[config.mk]
export PLATFORM = sky130hd
export DESIGN_NAME = adder_result_stage
export DESIGN_NICKNAME = d
export VERILOG_FILES = /design/src/rtl/adder_result_stage.sv
export SDC_FILE = /design/constraint.sdc
export NUM_CORES = 1
export LEC_CHECK = 0
export CAP_MARGIN = 20
export CORE_MARGIN = 1
export CORE_UTILIZATION = 50
export CTS_CLUSTER_SIZE = 10
export DETAILED_ROUTE_END_ITERATION = 16
export GPL_ROUTABILITY_DRIVEN = 1
export PLACE_DENSITY = 0.92
export SYNTH_ARGS = -nofsm -noshare
export SYNTH_HDL_FRONTEND = slang
export SYNTH_SLANG_ARGS = --single-unit
[constraint.sdc]
create_clock -name clk -period 2.8 [get_ports clk]
set_input_delay 0.56 -clock clk [delete_from_list [all_inputs] [get_ports clk]]
set_output_delay 0.56 -clock clk [all_outputs]
set_load 0.03 [all_outputs]
[src/rtl/adder_result_stage.sv]
// Result stage behind the 4-bit adder/subtractor: derives Z/N/C/V per result and queues
// result+flags in a small FIFO toward writeback, with a sticky overflow indicator.
module adder_result_stage #(
  parameter int WIDTH = 4,
  parameter int DEPTH = 2
) (
  input  logic                     clk,
  input  logic                     rst,
  input  logic                     in_valid,
  output logic                     in_ready,
  input  logic [WIDTH-1:0]         Res,
  input  logic                     Cout,
  input  logic                     A_msb,
  input  logic                     B_msb,
  input  logic                     subtract_enable,
  output logic                     out_valid,
  input  logic                     out_ready,
  output logic [WIDTH-1:0]         out_res,
  output logic                     out_c,
  output logic                     out_z,
  output logic                     out_n,
  output logic                     out_v,
  output logic [$clog2(DEPTH):0]   count,
  output logic                     v_sticky,
  input  logic                     v_sticky_clr
);

  localparam int AW = $clog2(DEPTH);
  localparam int CW = AW + 1;
  localparam logic [AW-1:0] PTR_ONE   = AW'(1);
  localparam logic [CW-1:0] CNT_ONE   = CW'(1);
  localparam logic [CW-1:0] CNT_ZERO  = {CW{1'b0}};
  localparam logic [CW-1:0] CNT_DEPTH = CW'(DEPTH);

  // Flags packed as {c, z, n, v}; the effective B sign is inverted when subtracting.
  function automatic logic [3:0] calc_flags(
    input logic [WIDTH-1:0] res,
    input logic             cout,
    input logic             a_msb,
    input logic             b_msb,
    input logic             sub
  );
    logic z_f;
    logic v_f;
    z_f = (res == {WIDTH{1'b0}});
    v_f = (a_msb == (b_msb ^ sub)) && (res[WIDTH-1] != a_msb);
    return {cout, z_f, res[WIDTH-1], v_f};
  endfunction

  logic [WIDTH-1:0] res_mem_r   [DEPTH];
  logic [3:0]       flag_mem_r  [DEPTH];
  logic [AW-1:0]    wr_ptr_r;
  logic [AW-1:0]    rd_ptr_r;
  logic [CW-1:0]    count_r;
  logic             v_sticky_r;
  logic [3:0]       in_flags_s;
  logic             push_s;
  logic             pop_s;
  logic             not_empty_s;

  assign in_flags_s  = calc_flags(Res, Cout, A_msb, B_msb, subtract_enable);
  assign not_empty_s = (count_r != CNT_ZERO);
  assign in_ready    = !rst && (count_r < CNT_DEPTH);
  assign out_valid   = not_empty_s;
  assign push_s      = in_valid && in_ready;
  assign pop_s       = not_empty_s && out_ready;
  assign count       = count_r;
  assign v_sticky    = v_sticky_r;

  // Entry storage and write pointer.
  always_ff @(posedge clk) begin
    if (rst) begin
      wr_ptr_r <= {AW{1'b0}};
      for (int i = 0; i < DEPTH; i++) begin
        res_mem_r[i]  <= {WIDTH{1'b0}};
        flag_mem_r[i] <= 4'b0000;
      end
    end else if (push_s) begin
      res_mem_r[wr_ptr_r]  <= Res;
      flag_mem_r[wr_ptr_r] <= in_flags_s;
      wr_ptr_r             <= wr_ptr_r + PTR_ONE;
    end
  end

  // Read pointer and occupancy; push+pop in the same cycle leaves count unchanged.
  always_ff @(posedge clk) begin
    if (rst) begin
      rd_ptr_r <= {AW{1'b0}};
      count_r  <= CNT_ZERO;
    end else begin
      if (pop_s) begin
        rd_ptr_r <= rd_ptr_r + PTR_ONE;
      end
      case ({push_s, pop_s})
        2'b10:   count_r <= count_r + CNT_ONE;
        2'b01:   count_r <= count_r - CNT_ONE;
        default: count_r <= count_r;
      endcase
    end
  end

  // Sticky overflow: a new overflow wins over a same-cycle clear.
  always_ff @(posedge clk) begin
    if (rst) begin
      v_sticky_r <= 1'b0;
    end else if (push_s && in_flags_s[0]) begin
      v_sticky_r <= 1'b1;
    end else if (v_sticky_clr) begin
      v_sticky_r <= 1'b0;
    end
  end

  // Head presentation, zeroed while empty.
  always_comb begin
    out_res = {WIDTH{1'b0}};
    out_c   = 1'b0;
    out_z   = 1'b0;
    out_n   = 1'b0;
    out_v   = 1'b0;
    if (not_empty_s) begin
      out_res = res_mem_r[rd_ptr_r];
      {out_c, out_z, out_n, out_v} = flag_mem_r[rd_ptr_r];
    end else begin
      out_res = {WIDTH{1'b0}};
      {out_c, out_z, out_n, out_v} = 4'b0000;
    end
  end

endmodule

==> results_dict.tcl <==
set metrics [dict create \
    synth.avg_cell_area_um2 11.6 \
    grt_pass1_wl_um 2600 \
    syn_nets 96 \
    path_buf_inv 1 \
    dr.pass1.iters 4 \
    synth-async-reset-ratio_pct 0 \
    ctsHoldBuffers 0 \
    hold_viol 0 \
    netlist_top_cells_area "edfxtp_1 44%, dfxtp_1 13%, mux2i_1 8.4%" \
    yosysTopAreaCell "edfxtp_1" \
    cts_buffers 3 \
    die_area_um2 2080 \
    max_stage_delay_ns 0.61 \
    synth.cell_area_um2 952 \
    grt_start_max_net_pins 12 \
    place_area_um2 1210 \
    path_max_fanout 8 \
    cts_resized 0 \
    tns_ns 0 \
    peakVddDrop_v 0.000452 \
    ys.flop_type "edfxtp_1" \
    setup_violations 0 \
    antenna_left 0 \
    leakagePower_nw 0.453 \
    r2r.worst_path.cells 5 \
    drt_first_iter_violations 16 \
    fin_crit_ns 2.41 \
    pre_cts_ws_ns 0.350 \
    crit_family "buffers and inverters" \
    status "complete, no violations" \
    num_rows 15 \
    cp.required_ns 2.24 \
    critical_path.cell_chain "nor2_1, nor2_1, clkdlybuf4s50_1" \
    area_delta_synth_final_pct 30.2 \
    slew_viol_final 0 \
    fp.dieH_um 45.6 \
    wire_per_inst_um 12.8 \
    io_pins 26 \
    synth_seq_area_share_pct 56.8 \
    rr_startpoint "count[1]" \
    synth_cell_type_count 22 \
    start_util_pct 54.0 \
    startpoint_type "flip-flop" \
    drive_above_1_share_pct 8.26 \
    layout_setup_ws_ns 0.386 \
    gp_congestion 0.781 \
    worstPathArrival_ns 1.85 \
    fillers 135 \
    grt_util_all_layers_pct 18.6 \
    diodes 0 \
    slew_headroom_pct 65.9 \
    power_w 0.000969 \
    postCtsSetupBuffers 0 \
    min-delay-start "v_sticky" \
    rsz0062_at_grt "no" \
    nNetsFinal 124 \
    antenna_found_initial 0 \
    vias 674 \
    hold_depth 2 \
    synth_top_area_share_pct 44.2 \
    yosys_warnings 0 \
    portBuffers 25 \
    cap_violations 0 \
    synth.ff_latch_count 20 \
    synth-edff-count 14 \
    cp_slowest_cell "clkdlybuf4s50_1" \
    clk_latency_ns 0.30 \
    vias_per_cell 5.03 \
    cts_root_buf "clkbuf_4" \
    cp_common_cell "nor2_1" \
    clock_sinks 20 \
    syn-instance-count 82 \
    htree_num_levels 1 \
    first_global_vias 595 \
    end_kind "output port" \
    worst_pin_slew_ns 0.510 \
    p_per_area_nw_per_um2 782 \
    dp_hpwl_um 1350 \
    period_share_pct 86.2 \
    cts_tree "yes" \
    remaining_drc_errors 0 \
    grt_overflow 0 \
    cts.path.max_buffers 2 \
    whs_endpoint "v_sticky" \
    regToRegEndpoint "count[1]" \
    wl_um 1720 \
    fmax_mhz 414 \
    dieWidth_um 45.6 \
    reg2reg_slack_ns 1.05 \
    final_cell_area_um2 1240 \
    core_um2 1760 \
    finClkSkew_ns 0.00744 \
    hp-class "reg2reg" \
    path_class "reg2out" \
    path_clk_slew_ns 0.10 \
]
worst min-delay path: stages, from the launching register on:
cell and delay [ns]:
dfxtp_1 0.32, inv_1 0.05, o32ai_1 0.07
cell type report:
cell class | count | area [µm²] | area share (%)
Sequential cell | 20 | 541 | 43.6
Multi-Input combinational cell | 54 | 362 | 29.2
Timing Repair Buffer | 27 | 265 | 21.4
Tap cell | 25 | 31.3 | 2.52
Clock buffer | 3 | 22.5 | 1.82
Inverter | 4 | 15.0 | 1.21
Clock inverter | 1 | 3.75 | 0.303
per-stage QoR:
step                      hold slack, ns  utilization [%]  std cells
final                              0.485             70.3        134
after global placement             0.470             68.8        130
after CTS                          0.491             70.3        134
after global routing               0.509             70.3        134
after floorplan                    0.472                -         82
after detailed placement           0.473             68.8        130
layer usage:
metal | vias to the layer above | routed length [µm] | global-route usage, %
li1 | 329 | - | -
met1 | 318 | 727 | 22.3
met2 | 21 | 877 | 30.0
met3 | 6 | 73 | 5.16
met4 | 0 | 42 | 10.3
met5 | - | 0 | 0
placed cells by master, fill, tap and decap left out, types with 3 or more instances in the layout:
cell             count
and2_1              10
clkbuf_4             3
clkdlybuf4s50_1     25
dfxtp_1              6
edfxtp_1            14
inv_1                4
mux2i_1              8
nor2_1              13
nor3_1               4
xnor2_1              3
sequential cells by signal, summed over array words and instances, names as in the netlist, named ones only:
name        flops
count           2
res_mem_r       6
flag_mem_r      8
v_sticky        1
rd_ptr_r        1
wr_ptr_r        1
logic make-up (layout without fill, tap and decap cells):
family          after synthesis  after routing  synth area share, %
flops                        20             20                 56.8
buf+inv                       8             35                 5.26
compound gates                4              4                 2.50
simple gates                 36             36                 21.2
mux                           8              8                 8.41
fa+ha+maj                     1              1                 1.31
xor+xnor                      5              5                 4.60
power by group:
part           internal [W]  switching, W  total [W]
Sequential         0.000363     0.0000455   0.000409
Combinational      0.000184      0.000240   0.000424
Clock             0.0000520     0.0000850   0.000137
worst max path at each step:
stage               depth (start not counted)  startpoint          to
floorplan                                   3    count[0]  out_res[3]
global placement                            6         rst    count[1]
detailed placement                          6         rst    count[1]
CTS                                         3    count[1]       out_n
global route                                3    count[1]       out_n
finish                                      3    count[1]       out_n
synth_stat cells, types with 2 or more instances:
library cell,count
and2_1,10
inv_1,4
edfxtp_1,14
nor3_1,4
dfxtp_1,6
or2_2,2
nor2b_1,2
nor2_1,13
xor2_1,2
mux2i_1,8
xnor2_1,3
buf_6,2
nor2_4,2
o21ai_0,2
Power figures use the tool's default switching activity.
==> RTL change: new RTL, config.mk and constraints unchanged <==
The parameter `DEPTH` goes from 2 to 4.
--- a/src/rtl/adder_result_stage.sv
+++ b/src/rtl/adder_result_stage.sv
@@ -4,3 +4,3 @@
   parameter int WIDTH = 4,
-  parameter int DEPTH = 2
+  parameter int DEPTH = 4
 ) (
Interface: changed (resized count); port bits go from 26 to 27. No check against the original RTL was run, so the function may have changed too.
==> RTL change against the unedited design <==
  * Routed wire length is 100% higher
  * Synthesized cell count up 65%
  * Setup slack worse by 280 ps
  * First-iteration DRC count is 130% higher
  * Sequential cell count grew 18
  * Final area rose by 77%
  * Power increased by 78%
  * Synthesized area up 90%
  * Highest routed layer unchanged
==> RTL change: results <==
# TYPE chip_impl_metric gauge
chip_impl_metric{name="met1Wirelength",unit="mm"} 1.43
chip_impl_metric{name="wl_met3",unit="µm"} 174
chip_impl_metric{name="routabilityCongestion",unit=""} 0.772
chip_impl_info{name="synth.cells.most_frequent",value="edfxtp_1 (28), nor2_1 (11), nor2b_1 (11), and3_1 (10), dfxtp_1 (10)"} 1
chip_impl_metric{name="numPortBuffers",unit=""} 26
chip_impl_metric{name="drive_gt1_share",unit="%"} 19.9
chip_impl_info{name="ys_top_cells_by_area",value="edfxtp_1 (46%), dfxtp_1 (11%), mux4_2 (8.7%)"} 1
chip_impl_metric{name="seq_area_frac_synth",unit="%"} 57.5
chip_impl_metric{name="p_sw",unit="µW"} 615
chip_impl_info{name="worstReg2RegStart",value="count[2]"} 1
chip_impl_metric{name="critical_path_fanouts_max",unit=""} 7
chip_impl_metric{name="finalClockSkew",unit="ps"} 10.9
chip_impl_metric{name="num-nets-final",unit=""} 180
chip_impl_metric{name="clk-insertion-delay-late",unit="ps"} 350
chip_impl_metric{name="grt_max_degree",unit=""} 14
chip_impl_metric{name="r2r_setup_slack",unit="ps"} 630
chip_impl_metric{name="finish.cell_count_without_fillers",unit=""} 212
chip_impl_metric{name="yosysUniqueCellTypes",unit=""} 39
chip_impl_info{name="run_status",value="finished, final reports clean"} 1
chip_impl_metric{name="via_count_of_the_first_global_routing_pass",unit=""} 1163
chip_impl_info{name="worst_r2r_end",value="count[2]"} 1
chip_impl_metric{name="grt_util_all_layers",unit="%"} 20.2
chip_impl_metric{name="mappedNetlistNets",unit=""} 150
chip_impl_metric{name="timing_worst_slew_pin_value",unit="ps"} 552
chip_impl_metric{name="tritoncts.num_buffers",unit=""} 5
chip_impl_metric{name="htreeDepth",unit=""} 2
chip_impl_metric{name="dp.cells",unit=""} 204
chip_impl_metric{name="dp_wirelength",unit="mm"} 2.41
chip_impl_metric{name="drt_iter0_markers",unit=""} 37
chip_impl_metric{name="vdd_ir_drop_max",unit="V"} 0.000570
chip_impl_metric{name="r2r.worst_path.cells",unit=""} 8
chip_impl_metric{name="synthCells",unit=""} 135
chip_impl_metric{name="dp_slack",unit="ps"} 138
chip_impl_metric{name="largest_register_ff_count",unit=""} 16
chip_impl_metric{name="edff_count_synth",unit=""} 28
RTL change: changes by cell type in the layout (fill, tap and decap cells not counted), sizes merged, moves of 7 or more:
cell and delta:
nor2b +9, mux4 +7, edfxtp +14, and3 +11
mux2i -7
RTL change: final cells by class:
| cell class | count | area [µm²] |
|---|---|---|
| fillers | 256 | 1200 |
| flip-flops and latches | 38 | 1040 |
| multi-input cells | 82 | 704 |
| repair buffers | 30 | 300 |
| well taps | 46 | 57.6 |
| clock buffers | 7 | 55.1 |
| inverters | 8 | 30.0 |
| clock inverters | 1 | 5.00 |
RTL change: timing repair:
| action | CTS | global route |
|---|---|---|
| hold buffers | 0 | 0 |
| gates resized for setup | 0 | 5 |
| endpoints found under the setup margin | 0 | 8 |
| buffers inserted | 0 | 0 |
RTL change: power groups by stage:
| stage | logic [mW] | clock network (mW) | registers (mW) |
|---|---|---|---|
| 6_report | 0.681 | 0.300 | 0.746 |
| 5_1_grt | 0.739 | 0.327 | 0.758 |
| 4_1_cts | 0.688 | 0.304 | 0.742 |
| 3_5_place_dp | 0.686 | 0 | 0.755 |
| 3_3_place_gp | 0.667 | 0 | 0.746 |
| 2_1_floorplan | 0.453 | 0 | 0.750 |
RTL change: logic make-up after synthesis:
logic type               synth area share (%)
XOR/XNOR                                 2.90
AND/OR/NAND/NOR                          21.4
multiplexers                             9.26
AO/OA/AOI/OAI                            3.25
adder cells (fa/ha/maj)                  1.80
buffers and inverters                    3.94
flip-flops                               57.5
RTL change: through the flow:
step	hold slack, ps	cell area [µm²]	util [%]
floorplan	485	1810	-
global placement	471	2120	62.5
detailed placement	479	2120	62.5
CTS	499	2180	64.2
global route	526	2190	64.7
finish	489	2190	64.7
RTL change: worst max-delay path by stage:
stage          start    endpoint  slack [ps]  cells after the start
2_1_floorplan   flop  out_res[3]         700                      4
3_3_place_gp     rst    count[2]         210                      9
3_5_place_dp     rst    count[2]         140                      9
4_1_cts         flop       out_n          50                      4
5_1_grt         flop       out_z           1                      4
6_report        flop       out_z         100                      4
RTL change: critical path, stage by stage, from the launching register on:
cell and delay, ps:
dfxtp_1 330, buf_4 190, mux4_2 520, nor2b_1 140
clkdlybuf4s50_1 600
RTL change: metal layers:
metal	up-vias	global-route usage, %
met1	560	23.7
li1	542	-
met4	0	7.85
met2	36	34.8
met5	-	0
met3	7	5.88
